### src/rtl/d_egress_arbiter_if.sv
// Output stream of the egress arbiter: head word, its destination tag and a
// valid/ready handshake.
interface d_egress_arbiter_if #(
    parameter int data_width = 6
);
    logic                  valid_out;
    logic                  out_ready;
    logic [data_width-1:0] data_out;
    logic                  dest_out;

    modport master (output valid_out, output data_out, output dest_out, input out_ready);
    modport slave  (input valid_out, input data_out, input dest_out, output out_ready);
endinterface

### src/rtl/d_egress_arbiter.sv
// Round-robin drain of the two destination FIFOs into one tagged output stream,
// with a 2-entry skid buffer covering the FIFO read latency and delivery counters.
module d_egress_arbiter #(
    parameter int data_width  = 6,
    parameter int count_width = 8
) (
    input  logic                   clk,
    input  logic                   reset,
    input  logic                   active_in,
    input  logic                   empty_fifo_D0,
    input  logic                   empty_fifo_D1,
    input  logic [data_width-1:0]  data_out_D0,
    input  logic [data_width-1:0]  data_out_D1,
    output logic                   D0_pop,
    output logic                   D1_pop,
    d_egress_arbiter_if.master     out_if,
    output logic [count_width-1:0] count_D0,
    output logic [count_width-1:0] count_D1
);

    logic [1:0]             occ_reg;
    logic                   pending_reg;
    logic                   pending_dest_reg;
    logic                   last_reg;
    logic [data_width-1:0]  buf_data_reg  [2];
    logic                   buf_dest_reg  [2];
    logic [data_width-1:0]  buf_data_next [2];
    logic                   buf_dest_next [2];
    logic [count_width-1:0] count_reg     [2];
    logic [count_width-1:0] count_next    [2];

    logic                  consume;
    logic [1:0]            fill;
    logic                  has0;
    logic                  has1;
    logic                  sel;
    logic                  pop_any;
    logic                  tail_idx;
    logic [data_width-1:0] capture_data;

    assign out_if.valid_out = (occ_reg != 2'd0);
    assign out_if.data_out  = buf_data_reg[0];
    assign out_if.dest_out  = buf_dest_reg[0];
    assign count_D0         = count_reg[0];
    assign count_D1         = count_reg[1];

    assign consume = out_if.valid_out && out_if.out_ready;

    // Occupancy once the in-flight word lands and this cycle's consume leaves;
    // a new pop is only allowed if that still leaves a free slot.
    assign fill    = occ_reg + {1'b0, pending_reg} - {1'b0, consume};
    assign has0    = !empty_fifo_D0;
    assign has1    = !empty_fifo_D1;
    assign sel     = (has0 && has1) ? ~last_reg : has1;
    assign pop_any = reset && active_in && (fill < 2'd2) && (has0 || has1);
    assign D0_pop  = pop_any && !sel;
    assign D1_pop  = pop_any && sel;

    // Landing slot is occ - consume, which is only ever 0 or 1 while a word is pending.
    assign tail_idx     = occ_reg[0] ^ consume;
    assign capture_data = pending_dest_reg ? data_out_D1 : data_out_D0;

    genvar gi;
    generate
        for (gi = 0; gi < 2; gi++) begin : g_lane
            assign buf_data_next[gi] = (pending_reg && tail_idx == 1'(gi)) ? capture_data :
                                       (consume && gi == 0)                ? buf_data_reg[1] :
                                                                             buf_data_reg[gi];
            assign buf_dest_next[gi] = (pending_reg && tail_idx == 1'(gi)) ? pending_dest_reg :
                                       (consume && gi == 0)                ? buf_dest_reg[1] :
                                                                             buf_dest_reg[gi];
            assign count_next[gi]    = (consume && buf_dest_reg[0] == 1'(gi)) ?
                                       count_reg[gi] + count_width'(1) : count_reg[gi];
        end
    endgenerate

    always_ff @(posedge clk or negedge reset) begin
        if (!reset) begin
            occ_reg          <= 2'd0;
            pending_reg      <= 1'b0;
            pending_dest_reg <= 1'b0;
            last_reg         <= 1'b1;
            for (int i = 0; i < 2; i++) begin
                buf_data_reg[i] <= '0;
                buf_dest_reg[i] <= 1'b0;
                count_reg[i]    <= '0;
            end
        end else begin
            occ_reg     <= fill;
            pending_reg <= pop_any;
            if (pop_any) begin
                pending_dest_reg <= sel;
                last_reg         <= sel;
            end
            for (int i = 0; i < 2; i++) begin
                buf_data_reg[i] <= buf_data_next[i];
                buf_dest_reg[i] <= buf_dest_next[i];
                count_reg[i]    <= count_next[i];
            end
        end
    end

endmodule

### src/flat_wrapper.sv
// flat-port wrapper written by rule: the top's interface ports become plain ports
module d_egress_arbiter_flat 
#(
    parameter int data_width  = 6,
    parameter int count_width = 8
)
  (clk, reset, active_in, empty_fifo_D0, empty_fifo_D1, data_out_D0, data_out_D1, D0_pop, D1_pop, count_D0, count_D1, out_if_valid_out, out_if_data_out, out_if_dest_out, out_if_out_ready);
  d_egress_arbiter_if #(.data_width(data_width)) out_if_i ();
  input  logic clk;
  input  logic reset;
  input  logic active_in;
  input  logic empty_fifo_D0;
  input  logic empty_fifo_D1;
  input  logic [data_width-1:0] data_out_D0;
  input  logic [data_width-1:0] data_out_D1;
  output logic D0_pop;
  output logic D1_pop;
  output logic [count_width-1:0] count_D0;
  output logic [count_width-1:0] count_D1;
  output wire logic [$bits(out_if_i.valid_out)-1:0] out_if_valid_out;
  output wire logic [$bits(out_if_i.data_out)-1:0] out_if_data_out;
  output wire logic [$bits(out_if_i.dest_out)-1:0] out_if_dest_out;
  input wire logic [$bits(out_if_i.out_ready)-1:0] out_if_out_ready;
  assign out_if_valid_out = out_if_i.valid_out;
  assign out_if_data_out = out_if_i.data_out;
  assign out_if_dest_out = out_if_i.dest_out;
  assign out_if_i.out_ready = out_if_out_ready;
  d_egress_arbiter #(.data_width(data_width), .count_width(count_width)) u_core (.clk(clk), .reset(reset), .active_in(active_in), .empty_fifo_D0(empty_fifo_D0), .empty_fifo_D1(empty_fifo_D1), .data_out_D0(data_out_D0), .data_out_D1(data_out_D1), .D0_pop(D0_pop), .D1_pop(D1_pop), .out_if(out_if_i), .count_D0(count_D0), .count_D1(count_D1));
endmodule
### config.mk
export PLATFORM = sky130hd
export DESIGN_NAME = d_egress_arbiter_flat
export DESIGN_NICKNAME = d
export VERILOG_FILES = /design/src/rtl/d_egress_arbiter_if.sv /design/src/rtl/d_egress_arbiter.sv /design/src/flat_wrapper.sv
export SDC_FILE = /design/constraint.sdc
export NUM_CORES = 1
export LEC_CHECK = 0
export ABC_AREA = 1
export CORE_UTILIZATION = 30
export DETAILED_ROUTE_END_ITERATION = 16
export DONT_BUFFER_PORTS = 1
export MAX_ROUTING_LAYER = met4
export SYNTH_ARGS = -nofsm -noshare
export SYNTH_HDL_FRONTEND = slang
export SYNTH_SLANG_ARGS = --single-unit
### constraint.sdc
create_clock -name clk -period 2.5 [get_ports clk]
set_clock_uncertainty 0.1 [all_clocks]
set_input_delay 0.5 -clock clk [delete_from_list [all_inputs] [get_ports clk]]
set_output_delay 0.5 -clock clk [all_outputs]
set_load 0.005 [all_outputs]
==> results.py <==
metrics = {
    "cts": {
        "cts.path.max_buffers": 2,
        "clockRootBuffer": "clkbuf_8",
        "cts_buffers": 5,
        "tritoncts_clock_tree": "built",
        "worst_setup_hold_path_clk_slew_ns": 0.07,
        "cts.sinks": 35,
        "clock_latency_ns": 0.28,
        "h-tree-depth": 2,
    },
    "layout": {
        "postLayoutCellArea_um2": 2020,
        "layout-drive-gt1-share_pct": 9.09,
        "final_common_cell": "nand2_1",
        "insertedDiodeCount": 0,
        "synthToLayoutAreaGrowth_pct": 10.6,
        "post-route-util_pct": 34.3,
        "fill_cells": 626,
        "layout.cells.most_common_list": "nand2_1, dfrtp_1, inv_1, o21ai_0, nand3_1",
        "nets": 263,
    },
    "synthesis": {
        "synth-edff-count": 0,
        "top_area_cells_in_the_synthesized_netlist": "dfrtp_1, nand2_1, inv_1",
        "post_synth_fa_ha_maj_area_fraction_pct": 2.74,
        "synth_flop_cell": "dfrtp_1",
        "synth-compound-area-share_pct": 8.09,
        "post-synth-top-area-fraction_pct": 46.6,
        "avgSynthCellArea_um2": 7.63,
        "syn_nets": 261,
        "muxShareOfSynthArea_pct": 0,
        "yosysSeqAreaShare_pct": 48.1,
        "synth_top_family_by_area": "simple AND/OR/NAND/NOR gates",
        "synthSimpleGateAreaFrac_pct": 28.8,
        "yosysUniqueCellTypes": 23,
        "synth_seq_cells": 35,
        "post-synth-top-area-cell": "dfrtp_1",
        "syn_inst": 239,
        "async_flop_share_pct": 100,
        "synth_warnings": 0,
        "post_synth_xor_area_fraction_pct": 1.92,
        "post_synth_instance_area_um2": 1820,
    },
    "critical_path": {
        "critical_path_required_ns": 1.90,
        "worstSetupStartpointType": "flip-flop",
        "worst-setup-path-type": "reg2out",
        "worst_ep_arrival_time_ns": 1.70,
        "regToRegSetupSlack_ns": 0.82,
        "setup.worst_path.end_class": "output port",
        "crit_fanout": 5,
    },
    "timing": {
        "setup_tns_ns": 0,
        "max_freq_mhz": 434,
        "finalWorstSetupSlack_ns": 0.197,
        "final-setup-viol-count": 0,
        "finalMaxSlewViolations": 0,
        "holdWs_ns": 0.333,
        "timing_hold_violations_final": 0,
        "timing_worst_slew_pin_value_ns": 0.391,
        "worst_max_slew_margin_expressed_relative_to_the_limit_pct": 73.9,
        "grt_setup_unrepaired": "no",
        "final_min_period_over_clock_period_pct": 92.1,
        "final.min_clock_period_ns": 2.30,
    },
    "die": {
        "chipHeight_um": 80.0,
        "fp.dieArea_um2": 6400,
        "placeableCoreArea_um2": 5890,
        "io_pins": 44,
        "std_cell_rows": 28,
        "floorplan.die.width_um": 80.0,
        "initial_core_util_pct": 31.0,
    },
    "routing": {
        "drt-total-wl_um": 3710,
        "avgRoutedWirePerCell_um": 11.7,
        "detailroute.via_count": 1397,
        "route.antenna.remaining_nets": 0,
        "initialDrtViolationCount": 68,
        "drt_first_pass_iters": 4,
        "route.detailed.vias_per_inst": 4.41,
        "drc_errors": 0,
    },
    "global_route": {
        "first_global_vias": 1315,
        "grt_pass1_wl_um": 6240,
        "maximum_number_of_pins_on_one_net_before_global_route_repair": 36,
        "grt_antenna_before_repair": 0,
        "global_route.usage.total_pct": 13.5,
        "gr-total-overflow": 0,
    },
    "placement": {
        "dpl_cell_area_um2": 1870,
        "number_of_input_and_output_port_buffers_inserted": 0,
        "finalWeightedCongestion": 0.723,
        "place.detailed.hpwl_um": 2680,
        "pre_cts_slack_ns": 0.167,
    },
    "hold_path": {
        "holdCritPathClass": "in2reg",
    },
    "power": {
        "cellLeakagePower_nw": 1.01,
        "power_density_nw_per_um2": 989,
        "ir_worst_vdd_uv": 459,
    },
    "run_status": {
        "outcome": "complete, no violations",
    },
    "run": {
        "timing.max_cap.violations": 0,
    },
}
## worst paths after layout
path	start	end	cells after the start
setup / recovery	u_core.occ_reg[1]$_DFF_PN0_	D1_pop	9
hold / removal	empty_fifo_D1	u_core.last_reg$_DFFE_PN1P_	3
setup reg to reg	u_core.occ_reg[1]$_DFF_PN0_	u_core.out_if.data_out[1]$_DFFE_PN0P_	9
hold reg to reg	u_core.last_reg$_DFFE_PN1P_	u_core.last_reg$_DFFE_PN1P_	2
max in group asynchronous	reset	u_core.last_reg$_DFFE_PN1P_	2
min in group asynchronous	reset	u_core.count_D0[7]$_DFFE_PN0P_	2
## critical path: stages (launching register included)
cell and delay, ns:
dfrtp_1 0.40, nor2_1 0.18, nor2_4 0.06, nand2_1 0.07, o21ai_2 0.07, ha_2 0.21, inv_1 0.07, nand3_1 0.13
nand4_1 0.16, inv_1 0.07
## Yosys cell counts, types with 3 or more instances
cell	n
nand2_1	87
dfrtp_1	34
inv_1	32
o21ai_0	18
nand3_1	16
nor2_1	13
buf_4	6
o211ai_1	5
ha_1	4
a21oi_1	3
inv_2	3
nand4_1	3
## cell families (layout without fill, tap and decap cells)
group | Yosys count | after routing
adders and majority gates | 4 | 4
DFF | 35 | 35
and+or+nand+nor | 125 | 125
buffers and inverters | 44 | 47
xor gates and xnor gates | 4 | 4
AOI/OAI and AO/OA | 27 | 27
## layout make-up
class | instances | area (um2) | area share (%)
repair buffers | 4 | 45.0 | 2.23
well taps | 75 | 93.8 | 4.65
flip-flops and latches | 35 | 877 | 43.5
clock buffers | 8 | 100 | 4.96
multi-input cells | 160 | 769 | 38.2
inverters | 35 | 131 | 6.51
## report_power, final
group          internal [mW]  switching (mW)
sequential             0.771           0.205
clock                  0.252           0.206
combinational          0.214           0.348
## timing repair
action / 4_1_cts / 5_1_grt
hold buffers: 2 / 0
setup buffers: 1 / 0
pin swaps: 1 / 1
resized for setup: 0 / 3
setup endpoints to repair: 2 / 2
endpoints found under the hold margin: 35 / 0
## routing by layer
metal	global-route usage [%]	part of all wire (%)
met5	-	0
met4	5.89	1.7
met3	4.80	5.7
met2	21.5	49
met1	15.3	44
## per-stage QoR
stage | power, mW | cells
2_1_floorplan | 1.43 | 239
4_1_cts | 2.02 | 317
3_5_place_dp | 1.54 | 306
6_report | 2.00 | 317
5_1_grt | 2.19 | 317
3_3_place_gp | 1.52 | 306
Power figures use the tool's default switching activity.
